## config.mk

```make
export PLATFORM = sky130hd
export DESIGN_NAME = seg_char_decoder
export DESIGN_NICKNAME = d
export VERILOG_FILES = /design/src/rtl/seg_char_decoder.sv
export SDC_FILE = /design/constraint.sdc
export NUM_CORES = 1
export LEC_CHECK = 0
export ABC_AREA = 1
export BUFFER_PORTS_ARGS = -buffer_cell sky130_fd_sc_hd__buf_4
export CORE_MARGIN = 2
export CORE_UTILIZATION = 51
export CTS_BUF_LIST = sky130_fd_sc_hd__clkbuf_2
export DETAILED_ROUTE_END_ITERATION = 7
export PLACE_DENSITY = 0.86
export RECOVER_POWER = 25
export SLEW_MARGIN = 0
export SYNTH_ARGS = -nofsm -noshare
export SYNTH_HDL_FRONTEND = slang
export SYNTH_SLANG_ARGS = --single-unit
```

## constraint.sdc

```tcl
create_clock -name clk -period 1.5 [get_ports clk]
set_input_delay 0.15 -clock clk [delete_from_list [all_inputs] [get_ports clk]]
set_output_delay 0.15 -clock clk [all_outputs]
set_load 0.005 [all_outputs]
```

## src/rtl/seg_char_decoder.sv

```systemverilog
// seg_char_decoder: turns received UART bytes into a right-entering digit buffer
// for a 7-segment scan driver.
//   MODE=0: ASCII hex digits, '.', BS, ESC, CR, LF
//   MODE=1: raw bytes, two hex nibbles per byte
//   COMMIT_ON_CR=1 (MODE=0 only): outputs change only when a CR is accepted
// Ports:
//   clk, rst         clock, asynchronous active-high reset
//   rx_data_valid    byte valid; accepted on its rising edge
//   rx_data_out      received byte
//   seg_data         digit nibbles, [3:0] is the rightmost (newest) digit
//   data_en, dp_en   per-digit enable / decimal point, bit 0 is rightmost
//   digit_cnt        enabled digits in the working buffer (saturates at DIGITS)
//   err, commit      one-cycle pulses: rejected byte / accepted CR
module seg_char_decoder #(
   parameter int DIGITS       = 8,
   parameter int MODE         = 0,
   parameter int COMMIT_ON_CR = 0,
   localparam int CntW        = $clog2(DIGITS + 1)
) (
   input  logic                  clk,
   input  logic                  rst,
   input  logic                  rx_data_valid,
   input  logic [7:0]            rx_data_out,
   output logic [4*DIGITS-1:0]   seg_data,
   output logic [DIGITS-1:0]     data_en,
   output logic [DIGITS-1:0]     dp_en,
   output logic [CntW-1:0]       digit_cnt,
   output logic                  err,
   output logic                  commit
);

   localparam logic [CntW-1:0] CntMax = CntW'(DIGITS);

   logic                r_valid_q;
   logic [4*DIGITS-1:0] r_seg;
   logic [DIGITS-1:0]   r_en;
   logic [DIGITS-1:0]   r_dp;
   logic [CntW-1:0]     r_cnt;
   logic                r_err;
   logic                r_commit;

   logic                w_acc;
   logic                w_is_digit;
   logic                w_is_letter;
   logic [3:0]          w_nib;
   logic [4*DIGITS-1:0] w_seg_d;
   logic [DIGITS-1:0]   w_en_d;
   logic [DIGITS-1:0]   w_dp_d;
   logic [CntW-1:0]     w_cnt_d;
   logic                w_err_d;
   logic                w_commit_d;

   assign w_acc = rx_data_valid & ~r_valid_q;

   // Letters: 'A'/'a' have low nibble 1, so adding 9 yields 10..15.
   assign w_is_digit  = (rx_data_out >= 8'h30) && (rx_data_out <= 8'h39);
   assign w_is_letter = ((rx_data_out >= 8'h41) && (rx_data_out <= 8'h46)) ||
                        ((rx_data_out >= 8'h61) && (rx_data_out <= 8'h66));
   assign w_nib       = w_is_digit ? rx_data_out[3:0] : rx_data_out[3:0] + 4'd9;

   always_comb begin
      w_seg_d    = r_seg;
      w_en_d     = r_en;
      w_dp_d     = r_dp;
      w_cnt_d    = r_cnt;
      w_err_d    = 1'b0;
      w_commit_d = 1'b0;
      if (w_acc) begin
         if (MODE == 1) begin
            w_seg_d      = r_seg << 8;
            w_seg_d[7:0] = rx_data_out;
            w_en_d       = r_en << 2;
            w_en_d[1:0]  = 2'b11;
            w_dp_d       = r_dp << 2;
            w_cnt_d      = (r_cnt >= CntMax - CntW'(2)) ? CntMax : r_cnt + CntW'(2);
         end else begin
            case (rx_data_out)
               8'h2E: begin
                  if (r_en[0]) w_dp_d[0] = 1'b1;
                  else         w_err_d   = 1'b1;
               end
               8'h08: begin
                  if (r_cnt == '0) begin
                     w_err_d = 1'b1;
                  end else begin
                     w_seg_d = r_seg >> 4;
                     w_en_d  = r_en >> 1;
                     w_dp_d  = r_dp >> 1;
                     w_cnt_d = r_cnt - CntW'(1);
                  end
               end
               8'h1B: begin
                  w_seg_d = '0;
                  w_en_d  = '0;
                  w_dp_d  = '0;
                  w_cnt_d = '0;
               end
               8'h0D: w_commit_d = 1'b1;
               8'h0A: ;
               default: begin
                  if (w_is_digit || w_is_letter) begin
                     w_seg_d      = r_seg << 4;
                     w_seg_d[3:0] = w_nib;
                     w_en_d       = r_en << 1;
                     w_en_d[0]    = 1'b1;
                     w_dp_d       = r_dp << 1;
                     w_cnt_d      = (r_cnt == CntMax) ? CntMax : r_cnt + CntW'(1);
                  end else begin
                     w_err_d = 1'b1;
                  end
               end
            endcase
         end
      end
   end

   always_ff @(posedge clk or posedge rst) begin
      if (rst) begin
         r_valid_q <= 1'b0;
         r_seg     <= '0;
         r_en      <= '0;
         r_dp      <= '0;
         r_cnt     <= '0;
         r_err     <= 1'b0;
         r_commit  <= 1'b0;
      end else begin
         r_valid_q <= rx_data_valid;
         r_seg     <= w_seg_d;
         r_en      <= w_en_d;
         r_dp      <= w_dp_d;
         r_cnt     <= w_cnt_d;
         r_err     <= w_err_d;
         r_commit  <= w_commit_d;
      end
   end

   assign digit_cnt = r_cnt;
   assign err       = r_err;
   assign commit    = r_commit;

   if ((COMMIT_ON_CR != 0) && (MODE == 0)) begin : g_committed
      logic [4*DIGITS-1:0] r_out_seg;
      logic [DIGITS-1:0]   r_out_en;
      logic [DIGITS-1:0]   r_out_dp;

      // CR leaves the working buffer untouched, so the current one is what gets shown.
      always_ff @(posedge clk or posedge rst) begin
         if (rst) begin
            r_out_seg <= '0;
            r_out_en  <= '0;
            r_out_dp  <= '0;
         end else if (w_commit_d) begin
            r_out_seg <= r_seg;
            r_out_en  <= r_en;
            r_out_dp  <= r_dp;
         end
      end

      assign seg_data = r_out_seg;
      assign data_en  = r_out_en;
      assign dp_en    = r_out_dp;
   end else begin : g_direct
      assign seg_data = r_seg;
      assign data_en  = r_en;
      assign dp_en    = r_dp;
   end

endmodule

```

==> run metrics, run 1 <==
FP Rows=28; worst slew pin tran=0.8428 ns; Final ANT Viol Nets=0; Worst Path Class, Setup=reg -> reg; Post-Syn Instances=473; switching power=1214 µW; detailed-route vias per instance=5.418; die width=83.08 µm; clock sink count=55; Top-Level Pins=65; clk slew on worst S/H paths=0.29 ns; cell area after synthesis=0.003189 mm²; Crit path largest cell delay=0.44 ns; register area=0.001376 mm²; WP data required=1.92 ns; reg2reg setup slack=-0.15 ns; Vias=3500; worst hold path class=in -> reg; initial antenna violation count=0; average cell area after synthesis=6.743 µm²; antenna fix cells=0; endpoints failing setup=53; Root Driver=clkbuf_2; synth warn=0; Internal Pwr Total=2282 µW; switching part of the total=0.3473; crit path time final=1.649 ns; DRT met1 WL=4059 µm; critical path's top delay family=simple AND/OR/NAND/NOR gates; Final Hold Viols=0; Clock Power Share=0.176; metal2 WL=4908 µm; DP Area=0.003920 mm²; buffer and inverter count on the worst path=2; DR DRC count=0; WHS=0.09580 ns; RSZ-0062 raised after global routing=true; status=finished with violations; crit-path max FO=31; Top Layer Used=met4; vias in the first global route=3230; layout cells sized above 1=0.3257; largest net degree at the start of global routing=34; crit share post-route=1.099; Peak VDD IR=0.0005570 V; filler cell count=427; Clock Latency Late Sink=0.48 ns; final WL=10040 µm; Global Route Usage Sum=0.2702; Final Cell Area=0.004443 mm²; CORE AREA=0.005991 mm²; Layout Area Growth over Synthesis=39.31%; detailed placement HPWL=5609 µm; 1st-iter DRT viols=269; Synthesized Nets=491; initial core utilization=0.5324; startpoint types=register; footprint of the multi-input gates=0.001799 mm²; Final nets=589; gr ovfl total=0; post-synth cell types=26; Critical Path AT=2.07 ns; failing checks=negative setup slack; Pre-antenna DRT Iters=5; CP cell instances=inv_2, ha_4, nand2_4, nor2_4, a21oi_1, nand2_1, nor2_4, buf_12, nand2_1, nand2_1; number of buffers created by CTS=5; pins over their slew limit=0; die height=83.08 µm; Pwr Density=786.9 mW/mm²; Clock H-tree levels=2; Final WS setup=-0.1485 ns; port bufs=64; maxcap violations=0; Slew headroom=0.4375; Max Root-Sink Buffers=2; GP Congestion=0.8893; commonest non-fill, non-tap cells in the layout=nand2_1, buf_4, dfrtp_1; cell mode on critical path=nand2_1; post-synthesis sequential area ratio=0.4315; Reg power frac=0.508; Avg WL per Cell=15.54 µm; Final Skew=0.02700 ns; total power=3496 µW; Slowest cell on crit path=dfrtp_1; Met3 Wirelength=782 µm; Combinational Power Share=0.316; global-route wire length before repair=15290 µm; f_max=606.6 MHz; CTS tree=built; most common cell after layout, fill and taps aside=nand2_1; Die ar.=0.006902 mm²; Seq cells post-synth=55; P_leak=0.002526 µW; Setup TNS=-5.383 ns; crit path capture type=register
[worst reg2reg max path: stages (launching register included)]
cell     delay [ns]
dfrtp_1        0.44
inv_2          0.07
ha_4           0.17
nand2_4        0.07
nor2_4         0.04
a21oi_1        0.15
nand2_1        0.11
nor2_4         0.16
buf_12         0.21
nand2_1        0.09
nand2_1        0.09
[cells in the mapped netlist, drive strengths merged]
| cell | n | share of area |
|---|---|---|
| a21o | 1 | 0.0024 |
| a21oi | 2 | 0.0031 |
| a31oi | 1 | 0.0020 |
| buf | 19 | 0.037 |
| dfrtp | 55 | 0.43 |
| ha | 7 | 0.027 |
| inv | 28 | 0.033 |
| nand2 | 295 | 0.35 |
| nand3 | 16 | 0.027 |
| nand3b | 1 | 0.0024 |
| nand4 | 2 | 0.0039 |
| nor2 | 27 | 0.040 |
| nor3 | 2 | 0.0047 |
| o211ai | 1 | 0.0024 |
| o21ai | 11 | 0.017 |
| xor2 | 5 | 0.014 |
[through the flow]
| stage | std cells | setup slack (ns) | utilization |
|---|---|---|---|
| after floorplan | 473 | -0.005194 | - |
| after global placement | 623 | -0.1336 | 0.6543 |
| after detailed placement | 623 | -0.1794 | 0.6543 |
| after CTS | 642 | -0.08969 | 0.7091 |
| after global routing | 646 | -0.2307 | 0.7416 |
| final | 646 | -0.1485 | 0.7416 |
[sequential cells by signal, summed over array words and instances, names as in the netlist]
| name | cells |
|---|---|
| digit_cnt | 4 |
| data_en | 8 |
| dp_en | 8 |
| err | 1 |
| seg_data | 32 |
| r_valid_q | 1 |
| commit | 1 |
[routing by layer]
layer  up-vias  GRT usage
met5         -          0
met4         0    0.09836
met3        36    0.05567
met2       187     0.4340
met1      1648     0.3628
li1       1629          -
[path summary, 6_finish.rpt]
check | from | to | cells past startpoint
min in group asynchronous | rst | dp_en[6] | 3
max in group asynchronous | rst | seg_data[18] | 4
max reg2reg | digit_cnt[1] | seg_data[23] | 10
max | digit_cnt[1] | seg_data[23] | 10
min reg2reg | seg_data[31] | seg_data[31] | 2
min | rx_data_out[2] | commit | 4
[timing repair]
action,in CTS,in global routing
endpoints found under the setup margin,52,53
setup buffers,4,2
gates resized for setup,35,49
hold buffers,3,0
cloned,5,2
hold endpoints to repair,22,0
pin swaps,18,19
[kinds of logic (layout without fill, tap and decap cells)]
kind of cell / after synthesis / count (layout) / synth area share
DFF: 55 / 55 / 0.4315
xor gates and xnor gates: 5 / 5 / 0.01373
buffers and inverters: 47 / 145 / 0.07022
AOI/OAI and AO/OA: 16 / 16 / 0.02707
and+or+nand+nor: 343 / 343 / 0.4300
adders and majority gates: 7 / 7 / 0.02746
[power by group through the flow]
stage               Sequential (µW)  Clock, µW  Combinational [µW]
finish                         1780        616                1100
global route                   1800        669                1190
CTS                            1750        608                 979
detailed placement             1770          0                 852
global placement               1760          0                 814
floorplan                      1770          0                 410
[cell type report]
class / instances / share of cell area
timing repair buffer: 110 / 0.2320
inverter: 28 / 0.02366
sequential: 55 / 0.3098
clock buffer: 5 / 0.005632
tap: 75 / 0.02112
clock inverter: 2 / 0.002816
multi-input combinational: 371 / 0.4050
No activity file was read; power rests on OpenSTA's default activity.
==> inputs of run 2 (changes only) <==
--- a/config.mk
+++ b/config.mk
@@ -5,9 +5,8 @@
 export SDC_FILE = /design/constraint.sdc
 export NUM_CORES = 1
 export LEC_CHECK = 0
-export ABC_AREA = 1
 export BUFFER_PORTS_ARGS = -buffer_cell sky130_fd_sc_hd__buf_4
-export CORE_MARGIN = 2
+export CORE_MARGIN = 5
 export CORE_UTILIZATION = 51
 export CTS_BUF_LIST = sky130_fd_sc_hd__clkbuf_2
 export DETAILED_ROUTE_END_ITERATION = 7
==> run 2 against run 1 <==
Compared with the run above: the flow still finishes with violations (negative setup slack); sequential power up 15%; final area fell by 9.2%; register-to-register slack lost 0.40 ns; count of clock-buffer cells in the layout up 1; global-route usage shrank 7.3 points; die area up 9.4%; sequential share of layout area grew 3.2 points; highest routed layer unchanged.
==> run metrics, run 2 <==
Post-Syn Instances=264 (was 473); Pre-antenna DRT Iters=4 (was 5); commonest non-fill, non-tap cells in the layout=buf_4, dfrtp_1, mux2_2 (was nand2_1, buf_4, dfrtp_1); Final Hold Viols=0 (unchanged); P_leak=0.001958 µW (was 0.002526 µW); main combinational cell family by area after synthesis=compound AO/OA/AOI/OAI gates (was simple AND/OR/NAND/NOR gates); Slew headroom=0.4986 (was 0.4375); RSZ-0062 raised after global routing=true (unchanged); CP cell instances=inv_2, ha_4, or3b_4, o21ba_4, a21oi_4, a21oi_4, buf_12, mux2_4 (was inv_2, ha_4, nand2_4, nor2_4, a21oi_1, nand2_1, nor2_4, buf_12, nand2_1, nand2_1); non-filler instance count after layout=446 (was 646); Slowest cell on crit path=dfrtp_1 (unchanged); Critical Path AT=2.38 ns (was 2.07 ns); Seq cells post-synth=55 (unchanged); 1st-iter DRT viols=164 (was 269); die height=86.89 µm (was 83.08 µm); pins over their slew limit=0 (unchanged); Top-Level Pins=65 (unchanged); Clock H-tree levels=2 (unchanged); gr ovfl total=0 (unchanged); ys async rst share=1.000 (unchanged); layout cells sized above 1=0.4663 (was 0.3257); die width=86.89 µm (was 83.08 µm); crit-path max FO=15 (was 31); Yosys top cell area share=0.4564 (was 0.4315); GP Congestion=0.8680 (was 0.8893); Synth Area in Compound Gates=0.1938 (was 0.02707); initial core utilization=0.5154 (was 0.5324); Worst Hold End=commit (unchanged); global-route wire length before repair=12020 µm (was 15290 µm); hold_sp=rx_data_out[2] (unchanged); Synth area leader=dfrtp_1 (unchanged); largest net degree at the start of global routing=56 (was 34); Final Core Density=0.6893 (was 0.7416); mux contribution to synthesized area=0.1867 (was 0); Pwr Density=1049 mW/mm² (was 786.9 mW/mm²); worst hold path class=in -> reg (unchanged); CTS tree=built (unchanged); antenna fix cells=0 (unchanged); most common cell after layout, fill and taps aside=buf_4 (was nand2_1); number of buffers created by CTS=5 (unchanged); status=finished with violations (unchanged); Final Skew=0.006542 ns (was 0.02700 ns); Worst Reg-to-Reg Cells=8 (was 10); port bufs=64 (unchanged); most common library cells after synthesis=dfrtp_1, mux2_2, a22o_1, nand2_1, inv_1 (was nand2_1, dfrtp_1, inv_1, nor2_1, nand3_1); f_max=488.8 MHz (was 606.6 MHz); ys flop type=dfrtp_1 (unchanged); synth warn=0 (unchanged); FP Rows=28 (unchanged); endpoints failing setup=52 (was 53); DR DRC count=0 (unchanged); adder-cell share of the synthesized area=0.02905 (was 0.02746); clock sink count=55 (unchanged); top cells by area, synth=dfrtp_1, mux2_2, a22o_1, mux2i_1, ha_1 (was dfrtp_1, nand2_1, inv_1, ha_1, nor2_1); Final ANT Viol Nets=0 (unchanged); Clock Latency Late Sink=0.41 ns (was 0.48 ns); Layout Area Growth over Synthesis=33.73% (was 39.31%); maxcap violations=0 (unchanged); R2R Path End=data_en[6] (was seg_data[23]); post-synth cell types=49 (was 26); worst slew pin tran=0.7521 ns (was 0.8428 ns); clk slew on worst S/H paths=0.25 ns (was 0.29 ns); post-synthesis xor/xnor area fraction=0.002905 (was 0.01373); Final WS setup=-0.5458 ns (was -0.1485 ns); startpoint types=register (unchanged); reg2reg setup slack=-0.55 ns (was -0.15 ns); Hold Crit Depth=4 (unchanged); Worst Path Class, Setup=reg -> reg (unchanged); cell mode on critical path=a21oi_4 (was nand2_1); initial antenna violation count=0 (unchanged); Synthesized Nets=282 (was 491); Root Driver=clkbuf_2 (unchanged); Global Route Usage Sum=0.1977 (was 0.2702); detailed-route vias per instance=5.646 (was 5.418); average cell area after synthesis=11.42 µm² (was 6.743 µm²); Crit path largest cell delay=0.45 ns (was 0.44 ns); # placed instances=431 (was 623); max FFs per register=32 (unchanged); final WL=7339 µm (was 10040 µm); WP data required=1.84 ns (was 1.92 ns); crit share post-route=1.364 (was 1.099); crit path time final=2.046 ns (was 1.649 ns); count leader, synth=dfrtp_1 (was nand2_1); crit path capture type=register (unchanged); Max Root-Sink Buffers=2 (unchanged); detailed placement HPWL=5251 µm (was 5609 µm); Setup WS pre-CTS=-0.5849 ns (was -0.1794 ns); reg-to-reg critical path startpoint=digit_cnt[0] (was digit_cnt[1]); Final nets=388 (was 589); Post-Synth Simple-Gate Area=0.07925 (was 0.4300); post-synthesis sequential area ratio=0.4564 (was 0.4315); Avg WL per Cell=16.46 µm (was 15.54 µm); vias in the first global route=2518 (was 3230); failing checks=negative setup slack (unchanged); number of synthesized flops with an enable pin=0 (unchanged); CORE AREA=0.005851 mm² (was 0.005991 mm²); Vias=2518 (was 3500); cell area after synthesis=0.003015 mm² (was 0.003189 mm²); Peak VDD IR=0.0007276 V (was 0.0005570 V); Die ar.=0.007550 mm² (was 0.006902 mm²)
run 2: changes by cell type in the layout (fill, tap and decap cells not counted), moves of 6 or more:
cell     before  now
a22o_1        0   32
inv_1        23   13
buf_4        88  103
nand3_1      15    5
mux2_4        0    6
nand2_1     234   18
nand2_2      52    0
nor2_1       20    7
nand2_4       9    0
mux2_2        0   36
mux2i_1       0    9
run 2: layout make-up:
cell class,instances,area [µm²]
multi-input cells,178,1535
clock inverters,2,7.507
flip-flops and latches,55,1376
fillers,445,1818
well taps,75,93.84
clock buffers,6,30.03
inverters,15,56.30
repair buffers,115,933.4
run 2: how the worst max path moves through the flow:
| stage | from | end | slack, ns | depth (start not counted) |
|---|---|---|---|---|
| 2_1_floorplan | digit_cnt[1] | data_en[4] | -0.54 | 8 |
| 3_3_place_gp | rx_data_out[0] | seg_data[0] | -0.54 | 9 |
| 3_5_place_dp | rx_data_out[0] | seg_data[15] | -0.58 | 9 |
| 4_1_cts | digit_cnt[0] | seg_data[14] | -0.54 | 8 |
| 5_1_grt | digit_cnt[0] | data_en[6] | -0.60 | 8 |
| 6_report | digit_cnt[0] | data_en[6] | -0.55 | 8 |
run 2: critical path: cells and delay by family, from the launching register on:
kind	cells	cell delay, ns
AO/OA/AOI/OAI	3	0.47
adder cells (fa/ha/maj)	1	0.12
buffers and inverters	2	0.26
flip-flops	1	0.45
multiplexers	1	0.30
AND/OR/NAND/NOR	1	0.39
run 2: power by group:
part / switching, µW / total (µW) / internal (µW)
clock network: 441 / 553 / 112
registers: 286 / 2050 / 1770
logic: 623 / 1630 / 1000
run 2: timing repair:
item,4_1_cts,5_1_grt
hold endpoints to repair,57,0
pin swaps,0,1
setup endpoints to repair,52,55
buffers inserted,4,3
cloned,0,1
gates resized for setup,7,1
hold buffers,3,0
run 2: per-layer routing:
metal | wire [µm] | global-route usage | part of all wire
met1 | 3306 | 0.2773 | 0.45
met2 | 3640 | 0.3112 | 0.50
met3 | 274 | 0.03784 | 0.037
met4 | 118 | 0.05949 | 0.016
met5 | 0 | 0 | 0
run 2: logic make-up (layout without fill, tap and decap cells):
logic type / count (synthesis) / in the layout
mux: 51 / 51
xor+xnor: 1 / 1
buf+inv: 31 / 138
compound gates: 73 / 73
flops: 55 / 55
simple gates: 46 / 46
fa+ha+maj: 7 / 7
run 2: through the flow:
step / total power (µW) / setup TNS, ns / hold slack (ns) / cell area (µm²)
floorplan: 2780 / -24.26 / 0.1814 / 3040
finish: 4232 / -25.46 / 0.1048 / 4033
CTS: 4288 / -24.16 / 0.07366 / 4024
detailed placement: 3674 / -26.81 / 0.2336 / 3897
global route: 4512 / -28.53 / 0.06890 / 4033
global placement: 3584 / -24.94 / 0.2305 / 3897
